--- config.mk ---
export PLATFORM = sky130hd
export DESIGN_NAME = i2c_eeprom_target
export DESIGN_NICKNAME = d
export VERILOG_FILES = /design/src/rtl/i2c_eeprom_target.sv
export SDC_FILE = /design/constraint.sdc
export NUM_CORES = 1
export LEC_CHECK = 0
export ABC_AREA = 1
export CORE_ASPECT_RATIO = 1.1
export CORE_UTILIZATION = 35
export DETAILED_ROUTE_END_ITERATION = 16
export PLACE_DENSITY_LB_ADDON = 0.2
export SLEW_MARGIN = 5
export SYNTH_ARGS = -nofsm -noshare
export SYNTH_HDL_FRONTEND = slang
export SYNTH_SLANG_ARGS = --single-unit
--- constraint.sdc ---
create_clock -name clk -period 4.51 [get_ports clk]
set_input_delay 0.902 -clock clk [delete_from_list [all_inputs] [get_ports clk]]
set_output_delay 0.902 -clock clk [all_outputs]
set_load 0.01 [all_outputs]
--- src/rtl/i2c_eeprom_target.sv ---
// I2C target that emulates a 2**AW-byte EEPROM: open-drain SDA, START/STOP tracking, write-commit strobe.
// Build option: define I2C_GLITCH_FILTER_EN to add a 3-sample majority filter on the synchronised SCL/SDA.
module i2c_eeprom_target #(
    parameter logic [6:0]  DEV_ADDR = 7'h50,
    parameter int unsigned AW       = 4
) (
    input  logic          clk,
    input  logic          rst,
    input  logic          scl,
    input  logic          sda_i,
    output logic          sda_oe,
    output logic          busy,
    output logic          wr_stb,
    output logic [AW-1:0] wr_addr,
    output logic [7:0]    wr_data
);

    typedef enum logic [3:0] {
        IDLE, ADDR, ADDR_ACK, WADDR, WADDR_ACK, WDATA, WDATA_ACK, RDATA, RDATA_ACK, IGNORE
    } state_t;

    // ---------------- bus front end ----------------
    logic [1:0] scl_sync_q, scl_sync_d;
    logic [1:0] sda_sync_q, sda_sync_d;
    logic       scl_c, sda_c;
    logic       scl_prev_q, scl_prev_d;
    logic       sda_prev_q, sda_prev_d;

    always_comb begin
        scl_sync_d = {scl_sync_q[0], scl};
        sda_sync_d = {sda_sync_q[0], sda_i};
        scl_prev_d = scl_c;
        sda_prev_d = sda_c;
    end

    // Idle bus level is high, so reset the front end to 1 to avoid a phantom edge after reset.
    // NOTE: sequential state uses non-blocking assignments so every flop samples pre-edge values.
    always_ff @(posedge clk or posedge rst) begin
        if (rst) begin
            scl_sync_q <= 2'b11;
            sda_sync_q <= 2'b11;
            scl_prev_q <= 1'b1;
            sda_prev_q <= 1'b1;
        end else begin
            scl_sync_q <= scl_sync_d;
            sda_sync_q <= sda_sync_d;
            scl_prev_q <= scl_prev_d;
            sda_prev_q <= sda_prev_d;
        end
    end

`ifdef I2C_GLITCH_FILTER_EN
    logic [1:0] scl_hist_q, scl_hist_d;
    logic [1:0] sda_hist_q, sda_hist_d;
    logic       scl_flt_q, scl_flt_d;
    logic       sda_flt_q, sda_flt_d;

    function automatic logic maj3(input logic a, input logic b, input logic c);
        return (a & b) | (a & c) | (b & c);
    endfunction

    always_comb begin
        scl_hist_d = {scl_hist_q[0], scl_sync_q[1]};
        sda_hist_d = {sda_hist_q[0], sda_sync_q[1]};
        scl_flt_d  = maj3(scl_sync_q[1], scl_hist_q[0], scl_hist_q[1]);
        sda_flt_d  = maj3(sda_sync_q[1], sda_hist_q[0], sda_hist_q[1]);
    end

    always_ff @(posedge clk or posedge rst) begin
        if (rst) begin
            scl_hist_q <= 2'b11;
            sda_hist_q <= 2'b11;
            scl_flt_q  <= 1'b1;
            sda_flt_q  <= 1'b1;
        end else begin
            scl_hist_q <= scl_hist_d;
            sda_hist_q <= sda_hist_d;
            scl_flt_q  <= scl_flt_d;
            sda_flt_q  <= sda_flt_d;
        end
    end

    assign scl_c = scl_flt_q;
    assign sda_c = sda_flt_q;
`else
    assign scl_c = scl_sync_q[1];
    assign sda_c = sda_sync_q[1];
`endif

    logic scl_rise, scl_fall, start_det, stop_det;
    assign scl_rise  = scl_c & ~scl_prev_q;
    assign scl_fall  = ~scl_c & scl_prev_q;
    assign start_det = scl_c & scl_prev_q & sda_prev_q & ~sda_c;
    assign stop_det  = scl_c & scl_prev_q & ~sda_prev_q & sda_c;

    // ---------------- state and datapath registers ----------------
    state_t        state_q, state_d;
    logic [7:0]    shift_q, shift_d;
    logic [3:0]    bit_cnt_q, bit_cnt_d;
    logic [AW-1:0] ptr_q, ptr_d;
    logic          rw_q, rw_d;
    logic          sda_oe_q, sda_oe_d;
    logic          busy_q, busy_d;
    logic          wr_stb_q, wr_stb_d;
    logic [AW-1:0] wr_addr_q, wr_addr_d;
    logic [7:0]    wr_data_q, wr_data_d;
    logic          mem_we;
    logic [7:0]    mem_q [2**AW];
    logic [7:0]    rd_byte;

    assign rd_byte = mem_q[ptr_q];

    always_ff @(posedge clk or posedge rst) begin
        if (rst) state_q <= IDLE;
        else     state_q <= state_d;
    end

    // NOTE: every signal assigned in always_comb gets a default first, so no path infers a latch.
    always_comb begin
        state_d = state_q;
        if (stop_det) begin
            state_d = IDLE;
        end else if (start_det) begin
            state_d = ADDR;
        end else if (scl_rise) begin
            if (state_q == RDATA_ACK && sda_c) state_d = IGNORE;
        end else if (scl_fall) begin
            case (state_q)
                ADDR:      if (bit_cnt_q == 4'd8)
                               state_d = (shift_q[7:1] == DEV_ADDR) ? ADDR_ACK : IGNORE;
                ADDR_ACK:  state_d = rw_q ? RDATA : WADDR;
                WADDR:     if (bit_cnt_q == 4'd8) state_d = WADDR_ACK;
                WADDR_ACK: state_d = WDATA;
                WDATA:     if (bit_cnt_q == 4'd8) state_d = WDATA_ACK;
                WDATA_ACK: state_d = WDATA;
                RDATA:     if (bit_cnt_q == 4'd8) state_d = RDATA_ACK;
                RDATA_ACK: state_d = RDATA;
                default:   state_d = state_q;
            endcase
        end
    end

    always_comb begin
        shift_d   = shift_q;
        bit_cnt_d = bit_cnt_q;
        ptr_d     = ptr_q;
        rw_d      = rw_q;
        sda_oe_d  = sda_oe_q;
        busy_d    = busy_q;
        wr_stb_d  = 1'b0;
        wr_addr_d = wr_addr_q;
        wr_data_d = wr_data_q;
        mem_we    = 1'b0;
        if (stop_det) begin
            sda_oe_d  = 1'b0;
            busy_d    = 1'b0;
            bit_cnt_d = 4'd0;
        end else if (start_det) begin
            sda_oe_d  = 1'b0;
            bit_cnt_d = 4'd0;
        end else if (scl_rise) begin
            case (state_q)
                ADDR, WADDR, WDATA: if (bit_cnt_q < 4'd8) begin
                    shift_d   = {shift_q[6:0], sda_c};
                    bit_cnt_d = bit_cnt_q + 4'd1;
                end
                // Pointer advances on every read byte, whether the initiator ACKs or NACKs.
                RDATA_ACK: ptr_d = ptr_q + 1'b1;
                default: ;
            endcase
        end else if (scl_fall) begin
            case (state_q)
                ADDR: if (bit_cnt_q == 4'd8) begin
                    bit_cnt_d = 4'd0;
                    if (shift_q[7:1] == DEV_ADDR) begin
                        sda_oe_d = 1'b1;
                        busy_d   = 1'b1;
                        rw_d     = shift_q[0];
                    end
                end
                ADDR_ACK, RDATA_ACK: begin
                    if (state_q == RDATA_ACK || rw_q) begin
                        // First data bit goes out on the same fall that ends the ACK slot.
                        sda_oe_d  = ~rd_byte[7];
                        shift_d   = {rd_byte[6:0], 1'b0};
                        bit_cnt_d = 4'd1;
                    end else begin
                        sda_oe_d = 1'b0;
                    end
                end
                WADDR: if (bit_cnt_q == 4'd8) begin
                    ptr_d     = shift_q[AW-1:0];
                    sda_oe_d  = 1'b1;
                    bit_cnt_d = 4'd0;
                end
                WDATA: if (bit_cnt_q == 4'd8) begin
                    mem_we    = 1'b1;
                    wr_stb_d  = 1'b1;
                    wr_addr_d = ptr_q;
                    wr_data_d = shift_q;
                    ptr_d     = ptr_q + 1'b1;
                    sda_oe_d  = 1'b1;
                    bit_cnt_d = 4'd0;
                end
                WADDR_ACK, WDATA_ACK: sda_oe_d = 1'b0;
                RDATA: begin
                    if (bit_cnt_q == 4'd8) begin
                        sda_oe_d  = 1'b0;
                        bit_cnt_d = 4'd0;
                    end else begin
                        sda_oe_d  = ~shift_q[7];
                        shift_d   = {shift_q[6:0], 1'b0};
                        bit_cnt_d = bit_cnt_q + 4'd1;
                    end
                end
                default: ;
            endcase
        end
    end

    always_ff @(posedge clk or posedge rst) begin
        if (rst) begin
            shift_q   <= '0;
            bit_cnt_q <= '0;
            ptr_q     <= '0;
            rw_q      <= 1'b0;
            sda_oe_q  <= 1'b0;
            busy_q    <= 1'b0;
            wr_stb_q  <= 1'b0;
            wr_addr_q <= '0;
            wr_data_q <= '0;
        end else begin
            shift_q   <= shift_d;
            bit_cnt_q <= bit_cnt_d;
            ptr_q     <= ptr_d;
            rw_q      <= rw_d;
            sda_oe_q  <= sda_oe_d;
            busy_q    <= busy_d;
            wr_stb_q  <= wr_stb_d;
            wr_addr_q <= wr_addr_d;
            wr_data_q <= wr_data_d;
        end
    end

    // NOTE: the storage array has no reset; contents survive rst like a real EEPROM and it maps to RAM.
    always_ff @(posedge clk) begin
        if (mem_we) mem_q[ptr_q] <= shift_q;
    end

    assign sda_oe  = sda_oe_q;
    assign busy    = busy_q;
    assign wr_stb  = wr_stb_q;
    assign wr_addr = wr_addr_q;
    assign wr_data = wr_data_q;

endmodule

==> results.json, run 1 <==
{
  "cts_max_level": 4,
  "synth-async-reset-ratio_pct": 24.7,
  "avgSynthCellArea_um2": 9.85,
  "ys.flop_type": "edfxtp_1",
  "drcViolationCount": 1,
  "cts-root-buf": "clkbuf_16",
  "cap_violations": 0,
  "arrival_ns": 2.99,
  "cts-buffers-inserted": 17,
  "maxSlewViolCount": 0,
  "clock_sinks": 170,
  "post-dp-hpwl_um": 12100,
  "dieArea_mm2": 0.0222,
  "grt_pass1_wl_um": 30100,
  "synth_cell_type_count": 30,
  "place_congestion": 0.874,
  "timing.fmax_mhz": 342,
  "core_mm2": 0.0213,
  "p_leak_nw": 3.40,
  "path_max_fanout": 9,
  "ios": 19,
  "crit_type": "register to register",
  "cts_tree": "built",
  "io_buffers": 18,
  "yosysSeqAreaShare_pct": 64.7,
  "outcome": "complete, but fails checks",
  "endpoint": "mem_q[5][7]",
  "wire_per_inst_um": 17.6,
  "antenna_found_initial": 0,
  "grt_max_degree": 76,
  "synthAdderAreaFrac_pct": 1.49,
  "setup_ws_ns": 1.59,
  "placementRows": 56,
  "worst_skew_pair.late_latency_ns": 0.44,
  "final_net_count": 798,
  "overflow": 0,
  "finalHoldViolCount": 0,
  "synth_compound_area_share_pct": 6.61,
  "r2r_cells": 7,
  "grt_util_all_layers_pct": 18.6,
  "hold_buffers": 0,
  "worstPathRequired_ns": 4.57,
  "vias_per_cell": 4.91,
  "drive_gt1_share_pct": 7.89,
  "num_vias": 5340,
  "syn_area_mm2": 0.00757,
  "ant_nets": 0,
  "antenna_cells": 0,
  "chipWidth_um": 142,
  "netlist_instances": 769,
  "setup_viol": 0,
  "fin_worst_skew_ns": 0.0125,
  "maxSlewHeadroom_pct": 35.9,
  "synth_mux_area_share_pct": 0,
  "violations": "DRC",
  "start_util_pct": 35.5,
  "synth_top_family_by_area": "simple AND/OR/NAND/NOR gates",
  "synth_edf_count": 128,
  "min_path_type": "register to register",
  "synth_xor_area_share_pct": 0.463,
  "rr_endpoint": "mem_q[5][7]",
  "timing.rr.start": "scl_prev_q",
  "grt_pass1_vias": 5377,
  "path_clk_slew_ns": 0.07,
  "yosysWarnings": 0,
  "period_needed_ns": 2.92,
  "placed_cells": 1056,
  "r2r_setup_slack_ns": 1.59,
  "rsz0062_at_grt": "false",
  "startpoint_type": "register",
  "cts_setup_buffers": 0,
  "vdd_ir_drop_max_v": 0.000288,
  "die-height_um": 156,
  "drt-pass1-iter-count": 10,
  "synth-seq-cells": 170,
  "first_iter_violations": 427,
  "area_growth_pct": 14.0,
  "pre_cts_slack_ns": 1.63,
  "tightestPinTransition_ns": 0.962,
  "synth_fp_nets": 782,
  "fin_crit_sh_pct": 64.8,
  "p_per_area_mw_per_mm2": 580,
  "clockBufferDepth": 2,
  "cts-resized-gates": 0,
  "setup_tns_ns": 0,
  "totalPowerFinal_mw": 5.00,
  "worstSetupEndpointType": "register",
  "hold_slack_ns": 0.357,
  "stdcell_count": 1088,
  "routed_wl_um": 19200,
  "crit_start": "scl_prev_q",
  "yosys.area_share.simple_pct": 22.6
}
[worst max-delay path, stage by stage (launching register included)]
cell,delay [ns]
dfstp_2,0.54
inv_1,0.04
ha_1,0.30
inv_2,0.16
nand2_1,0.16
nor4_4,0.40
nand2_1,0.32
nor2_1,0.63
[synthesized netlist by cell type, types with 3 or more instances]
| cell | number | area share, % |
|---|---|---|
| a21oi_1 | 7 | 0.46 |
| inv_1 | 49 | 2.4 |
| o21ai_0 | 77 | 5.1 |
| nand4_1 | 3 | 0.25 |
| clkbuf_1 | 11 | 0.55 |
| xor2_1 | 3 | 0.35 |
| nand2_2 | 4 | 0.33 |
| nor2_4 | 3 | 0.45 |
| ha_1 | 9 | 1.5 |
| dfrtp_1 | 36 | 12 |
| nand3_1 | 61 | 4.0 |
| dfstp_2 | 6 | 2.1 |
| inv_2 | 5 | 0.25 |
| buf_2 | 12 | 0.79 |
| nor2_1 | 139 | 6.9 |
| nand2_1 | 185 | 9.2 |
| nor3_1 | 5 | 0.33 |
| o21ai_1 | 13 | 0.86 |
| edfxtp_1 | 128 | 51 |
[power breakdown]
part	total [mW]	switching (mW)	internal (mW)
logic	1.33	0.954	0.375
registers	2.23	0.312	1.92
clock network	1.44	0.695	0.747
total	5.00	1.96	3.04
[how the worst min path moves through the flow]
stage          depth (start not counted)             to  slack (ns)           from
5_1_grt                                0  scl_sync_q[1]        0.36  scl_sync_q[0]
6_report                               0  scl_sync_q[1]        0.36  scl_sync_q[0]
2_1_floorplan                          0  scl_sync_q[1]        0.35  scl_sync_q[0]
3_3_place_gp                           0  sda_sync_q[1]        0.35  sda_sync_q[0]
3_5_place_dp                           0  scl_sync_q[1]        0.35  scl_sync_q[0]
4_1_cts                                0  scl_sync_q[1]        0.36  scl_sync_q[0]
[state kept, by name, indices dropped and copies added (netlist names), 4 cells and up]
| register | cells |
|---|---|
| mem_q | 128 |
| shift_q | 8 |
| wr_data | 8 |
| bit_cnt_q | 4 |
| ptr_q | 4 |
| state_q | 4 |
| wr_addr | 4 |
[routing by layer]
metal  GRT usage, %  part of all wire (%)  up-vias
met3           3.12                   3.7       25
met5              0                     0        -
li1               -                     -     2602
met2           32.5                    50      115
met4           6.55                   1.7        0
met1           23.1                    44     2598
[layout make-up]
| class | instances | area (um2) |
|---|---|---|
| clock inverters | 15 | 170 |
| clock buffers | 17 | 425 |
| flip-flops and latches | 170 | 4900 |
| inverters | 54 | 203 |
| fillers | 2181 | 12700 |
| repair buffers | 22 | 210 |
| multi-input cells | 520 | 2360 |
| well taps | 290 | 363 |
[through the flow]
stage | cell area, um2 | utilization [%]
global route | 8630 | 40.5
global placement | 8040 | 37.7
finish | 8630 | 40.5
detailed placement | 8040 | 37.7
floorplan | 7570 | -
CTS | 8630 | 40.5
[cell usage in the layout (no fill, tap or decap), types with 2 or more instances in the layout]
| cell type | instances |
|---|---|
| nand2_1 | 185 |
| nor2_1 | 139 |
| edfxtp_1 | 128 |
| o21ai_0 | 77 |
| nand3_1 | 61 |
| inv_1 | 48 |
| dfrtp_1 | 35 |
| clkdlybuf4s50_1 | 18 |
| clkbuf_16 | 17 |
| o21ai_1 | 13 |
| ha_1 | 9 |
| a21oi_1 | 7 |
| dfstp_2 | 6 |
| inv_2 | 5 |
| nor3_1 | 5 |
| inv_6 | 5 |
| nand2_2 | 4 |
| inv_8 | 4 |
| clkinv_8 | 4 |
| buf_4 | 4 |
| nor2_4 | 3 |
| nand4_1 | 3 |
| xor2_1 | 3 |
| nand2_4 | 2 |
| nor2_2 | 2 |
[kinds of logic (layout without fill, tap and decap cells)]
kind of cell | Yosys count | after routing
adders and majority gates | 9 | 9
AOI/OAI and AO/OA | 99 | 99
DFF | 170 | 170
and+or+nand+nor | 408 | 408
buffers and inverters | 79 | 108
xor gates and xnor gates | 4 | 4
(Power assumes the default switching activity.)
==> run 2, diff against run 1 <==
==> constraint.sdc (replaced) <==
create_clock -name clk -period 2.6 [get_ports clk]
set_input_delay 0.52 -clock clk [delete_from_list [all_inputs] [get_ports clk]]
set_output_delay 0.52 -clock clk [all_outputs]
set_load 0.01 [all_outputs]
==> results.json, run 2 (synthesized netlist as in run 1, its figures left out) <==
{
  "cts-buffers-inserted": 17,
  "first_iter_violations": 440,
  "cp_cell_sequence": "ha_1 > nand3b_1 > nand2_2 > nor4_4 > nand2_1 > nor2_1 > buf_4",
  "drive_gt1_share_pct": 11.6,
  "cts-root-buf": "clkbuf_16",
  "regArea_mm2": 0.00490,
  "final_net_count": 833,
  "placementRows": 56,
  "p_leak_nw": 3.59,
  "core_mm2": 0.0213,
  "die-height_um": 156,
  "clock_sinks": 170,
  "ant_nets": 0,
  "io_buffers": 18,
  "crit_type": "register to register",
  "fin_util_pct": 41.9,
  "cap_violations": 0,
  "drt-pass1-iter-count": 5,
  "num_vias": 5368,
  "grt_max_degree": 51,
  "p_per_area_mw_per_mm2": 993,
  "final_common_cell": "nand2_1",
  "place_congestion": 0.899,
  "drcViolationCount": 0,
  "vias_per_cell": 4.78,
  "timing.fmax_mhz": 418,
  "totalPowerFinal_mw": 8.85,
  "antenna_found_initial": 0,
  "fin_crit_sh_pct": 91.9,
  "worstPathRequired_ns": 2.74,
  "setup_tns_ns": 0,
  "setup_viol": 0,
  "chipWidth_um": 142,
  "ios": 19,
  "start_util_pct": 35.5,
  "critical-path-slowest-cell": "nor4_4",
  "cpPeakStageDelay_ns": 0.43,
  "vdd_ir_drop_max_v": 0.000465,
  "cts_setup_buffers": 0,
  "path_max_fanout": 6,
  "grt_pass1_wl_um": 30900,
  "grt_util_all_layers_pct": 18.8,
  "outcome": "complete, no violations",
  "area_growth_pct": 17.7,
  "layout_common_cells": "nand2_1, nor2_1, edfxtp_1",
  "dieArea_mm2": 0.0222,
  "tightestPinTransition_ns": 0.835,
  "fillCellCount": 2126,
  "routed_wl_um": 19400,
  "maxSlewViolCount": 0,
  "period_needed_ns": 2.39,
  "maxSlewHeadroom_pct": 44.0,
  "wire_per_inst_um": 17.3,
  "finalHoldViolCount": 0,
  "rsz0062_at_grt": "false",
  "overflow": 0,
  "cts-resized-gates": 0,
  "multi_input_area_mm2": 0.00236,
  "regMostFlops": "mem_q",
  "cts_tree": "built",
  "hold_buffers": 0,
  "worst_skew_pair.late_latency_ns": 0.43,
  "min_path_type": "register to register",
  "arrival_ns": 2.53,
  "antenna_cells": 0,
  "grt_pass1_vias": 5358,
  "fin_worst_skew_ns": 0.0131,
  "post-dp-hpwl_um": 13100,
  "cts_max_level": 4,
  "worstSetupEndpointType": "register",
  "largest_reg_flops": 128,
  "clockBufferDepth": 2,
  "path_clk_slew_ns": 0.06,
  "startpoint_type": "register"
}
[run 2: cell count changes in the layout (fill, tap and decap cells not counted)]
cell | before | now
nand2_2 | 4 | 5
clkinv_8 | 4 | 0
inv_6 | 5 | 4
buf_12 | 0 | 2
bufinv_16 | 0 | 2
inv_8 | 4 | 2
clkinvlp_4 | 1 | 2
buf_4 | 4 | 37
clkinv_4 | 1 | 2
clkinv_1 | 1 | 3
nand2_1 | 185 | 184
clkinv_2 | 0 | 1
[run 2: metal layers]
metal  up-vias  routed length (um)  part of all wire, %  global-route usage [%]
met5         -                   0                    0                       0
met4         0                 193                  1.0                    4.45
met3        16                 775                  4.0                    3.30
met2       117                9830                   51                    32.8
met1      2564                8580                   44                    24.1
li1       2671                   -                    -                       -
[run 2: per-stage QoR]
stage | cells | hold slack [ns] | cell area [um2] | setup slack, ns
floorplan | 769 | 0.345 | 7570 | 0.266
global placement | 1091 | 0.348 | 8320 | 0.274
detailed placement | 1091 | 0.347 | 8320 | 0.192
CTS | 1123 | 0.357 | 8910 | 0.173
global route | 1123 | 0.360 | 8910 | 0.0357
finish | 1123 | 0.357 | 8910 | 0.210
[run 2: where the power goes]
group | switching, mW | internal [mW] | total, mW | leakage, nW
logic | 2.03 | 0.794 | 2.82 | 1.60
clock network | 1.09 | 1.43 | 2.52 | 0.284
registers | 0.185 | 3.32 | 3.51 | 1.71
[run 2: final timing paths]
kind / from / end / slack (ns) / depth (start not counted)
min reg2reg: scl_sync_q[0] / scl_sync_q[1] / 0.36 / 0
max: scl_sync_q[1] / mem_q[15][2] / 0.21 / 7
max reg2reg: scl_sync_q[1] / mem_q[15][2] / 0.21 / 7
min in group asynchronous: rst / state_q[0] / 0.47 / 2
max in group asynchronous: rst / shift_q[7] / 1.53 / 3
min: scl_sync_q[0] / scl_sync_q[1] / 0.36 / 0
[run 2: layout make-up]
class                      instances  share of cell area [%]
tap                              290                    4.07
timing repair buffer              57                    5.59
clock inverter                    15                    1.82
inverter                          54                    2.27
multi-input combinational        520                    26.5
clock buffer                      17                    4.77
sequential                       170                    55.0
[run 2: critical path, delay by kind of cell (launching register included)]
kind	cells	cell delay, ns
flip-flops	1	0.39
AND/OR/NAND/NOR	5	1.31
adder cells (fa/ha/maj)	1	0.22
buffers and inverters	1	0.18
==> run 3, diff against run 2 <==
--- a/config.mk
+++ b/config.mk
@@ -9,7 +9,7 @@
 export CORE_ASPECT_RATIO = 1.1
 export CORE_UTILIZATION = 35
 export DETAILED_ROUTE_END_ITERATION = 16
-export PLACE_DENSITY_LB_ADDON = 0.2
+export PLACE_DENSITY = 0.49
 export SLEW_MARGIN = 5
 export SYNTH_ARGS = -nofsm -noshare
 export SYNTH_HDL_FRONTEND = slang
==> results.json, run 3 (synthesized netlist as in run 1, its figures left out) <==
{
  "hold_slack_ns": 0.355,
  "ant_nets": 0,
  "p_switching_mw": 3.42,
  "clock_sinks": 170,
  "period_needed_ns": 2.44,
  "layout_common_cells": "nand2_1, nor2_1, edfxtp_1",
  "arrival_ns": 2.57,
  "min_path_type": "register to register",
  "crit_type": "register to register",
  "grt_max_degree": 51,
  "power.share.clock_pct": 28.0,
  "drcViolationCount": 0,
  "io_buffers": 18,
  "min_to": "sda_sync_q[1]",
  "final_common_cell": "nand2_1",
  "worst_skew_pair.late_latency_ns": 0.44,
  "antenna_found_initial": 0,
  "placementRows": 56,
  "vdd_ir_drop_max_v": 0.000489,
  "num_vias": 5530,
  "largest_reg_flops": 128,
  "timing.rr.start": "bit_cnt_q[0]",
  "rr_endpoint": "mem_q[2][4]",
  "grt_pass1_wl_um": 31400,
  "setup_tns_ns": 0,
  "maxSlewHeadroom_pct": 55.1,
  "grt_pass1_vias": 5486,
  "worstPathRequired_ns": 2.73,
  "hp-start": "sda_sync_q[0]",
  "share_comb_of_total_power_pct": 31.4,
  "vias_per_cell": 4.94,
  "overflow": 0,
  "setup_viol": 0,
  "final_net_count": 830,
  "finalHoldViolCount": 0,
  "worstSetupEndpointType": "register",
  "drt-pass1-iter-count": 5,
  "fin_crit_sh_pct": 93.7,
  "startpoint_type": "register",
  "outcome": "complete, no violations",
  "area_growth_pct": 17.3,
  "multi_input_area_mm2": 0.00236,
  "wire_per_inst_um": 17.6,
  "drive_gt1_share_pct": 11.4,
  "cts_setup_buffers": 0,
  "cts-buffers-inserted": 17,
  "regMostFlops": "mem_q",
  "clockBufferDepth": 2,
  "path_max_fanout": 8,
  "tightestPinTransition_ns": 0.669,
  "core_mm2": 0.0213,
  "ios": 19,
  "fin_worst_skew_ns": 0.0166,
  "routed_wl_um": 19700,
  "path_clk_slew_ns": 0.06,
  "antenna_cells": 0,
  "intPower_mw": 5.38,
  "die-height_um": 156,
  "place_congestion": 0.885,
  "rsz0062_at_grt": "false",
  "cts-resized-gates": 0,
  "fillCellCount": 2130,
  "cts_tree": "built",
  "cts_max_level": 4,
  "r2r_cells": 9,
  "p_leak_nw": 3.56,
  "p_sw_share_pct": 38.9,
  "dieArea_mm2": 0.0222,
  "chipWidth_um": 142,
  "grt_util_all_layers_pct": 19.1,
  "first_iter_violations": 368,
  "regArea_mm2": 0.00490,
  "r2r_setup_slack_ns": 0.16,
  "timing.fmax_mhz": 411,
  "hold_path_depth": 0,
  "cap_violations": 0,
  "p_per_area_mw_per_mm2": 991,
  "cts-root-buf": "clkbuf_16",
  "post-dp-hpwl_um": 13500,
  "power_frac_seq_pct": 40.6,
  "maxSlewViolCount": 0,
  "start_util_pct": 35.5
}
-- run 3: cell types whose count changed in the layout (fill, tap and decap cells not counted) --
cell        delta
inv_6          -2
buf_4          -3
clkinvlp_4     +1
clkinv_8       +3
nand2_2        -1
nand2_1        +1
clkinv_1       -2
bufinv_16      -2
inv_8          +2
-- run 3: final cells by class --
| type | count | area share (%) |
|---|---|---|
| clock buffers | 17 | 4.79 |
| repair buffers | 54 | 5.35 |
| multi-input cells | 520 | 26.5 |
| inverters | 54 | 2.28 |
| well taps | 290 | 4.08 |
| clock inverters | 15 | 1.76 |
| flip-flops and latches | 170 | 55.2 |
-- run 3: power groups by stage --
stage	logic (mW)	registers (mW)	clock network (mW)
5_1_grt	3.10	3.60	2.61
4_1_cts	2.79	3.57	2.51
3_5_place_dp	2.78	3.63	0
2_1_floorplan	1.64	3.63	0
6_report	2.76	3.57	2.47
3_3_place_gp	2.78	3.63	0
-- run 3: through the flow --
step                      setup slack [ns]  power (mW)  util [%]  instance area, um2  std cells
after CTS                           0.0915        8.87      41.7                8880       1120
after detailed placement             0.101        6.41      39.0                8300       1088
final                                0.164        8.80      41.7                8880       1120
after global routing                0.0541        9.31      41.7                8880       1120
after global placement               0.171        6.41      39.0                8300       1088
after floorplan                      0.266        5.26         -                7570        769
-- run 3: per-layer routing --
layer  global-route usage (%)  up-vias  share of wire (%)
met3                     3.46       24                4.6
met5                        0        -                  0
met4                     5.53        0                1.4
li1                         -     2674                  -
met2                     31.4      140                 48
met1                     25.8     2692                 46
-- run 3: critical path, cell delays in order, from the launching register on --
cell and delay, ns:
dfrtp_1 0.41, inv_1 0.09, ha_1 0.14, nand2_1 0.05
nor2_1 0.18, nand2_1 0.21, nor4_4 0.39, nand2_1 0.28
nor2_1 0.20, buf_4 0.20
-- run 3: worst max-delay path by stage --
stage	cells after the start	from	end
2_1_floorplan	8	scl_prev_q	mem_q[12][0]
3_3_place_gp	8	scl_prev_q	mem_q[2][7]
3_5_place_dp	9	bit_cnt_q[0]	mem_q[2][4]
4_1_cts	9	bit_cnt_q[0]	mem_q[2][4]
5_1_grt	9	bit_cnt_q[0]	mem_q[0][0]
6_report	9	bit_cnt_q[0]	mem_q[2][4]
-- run 3: timing repair --
item                                    in CTS  in global routing
endpoints found under the setup margin       0                 38
endpoints found under the hold margin        0                  0
hold buffers                                 0                  0
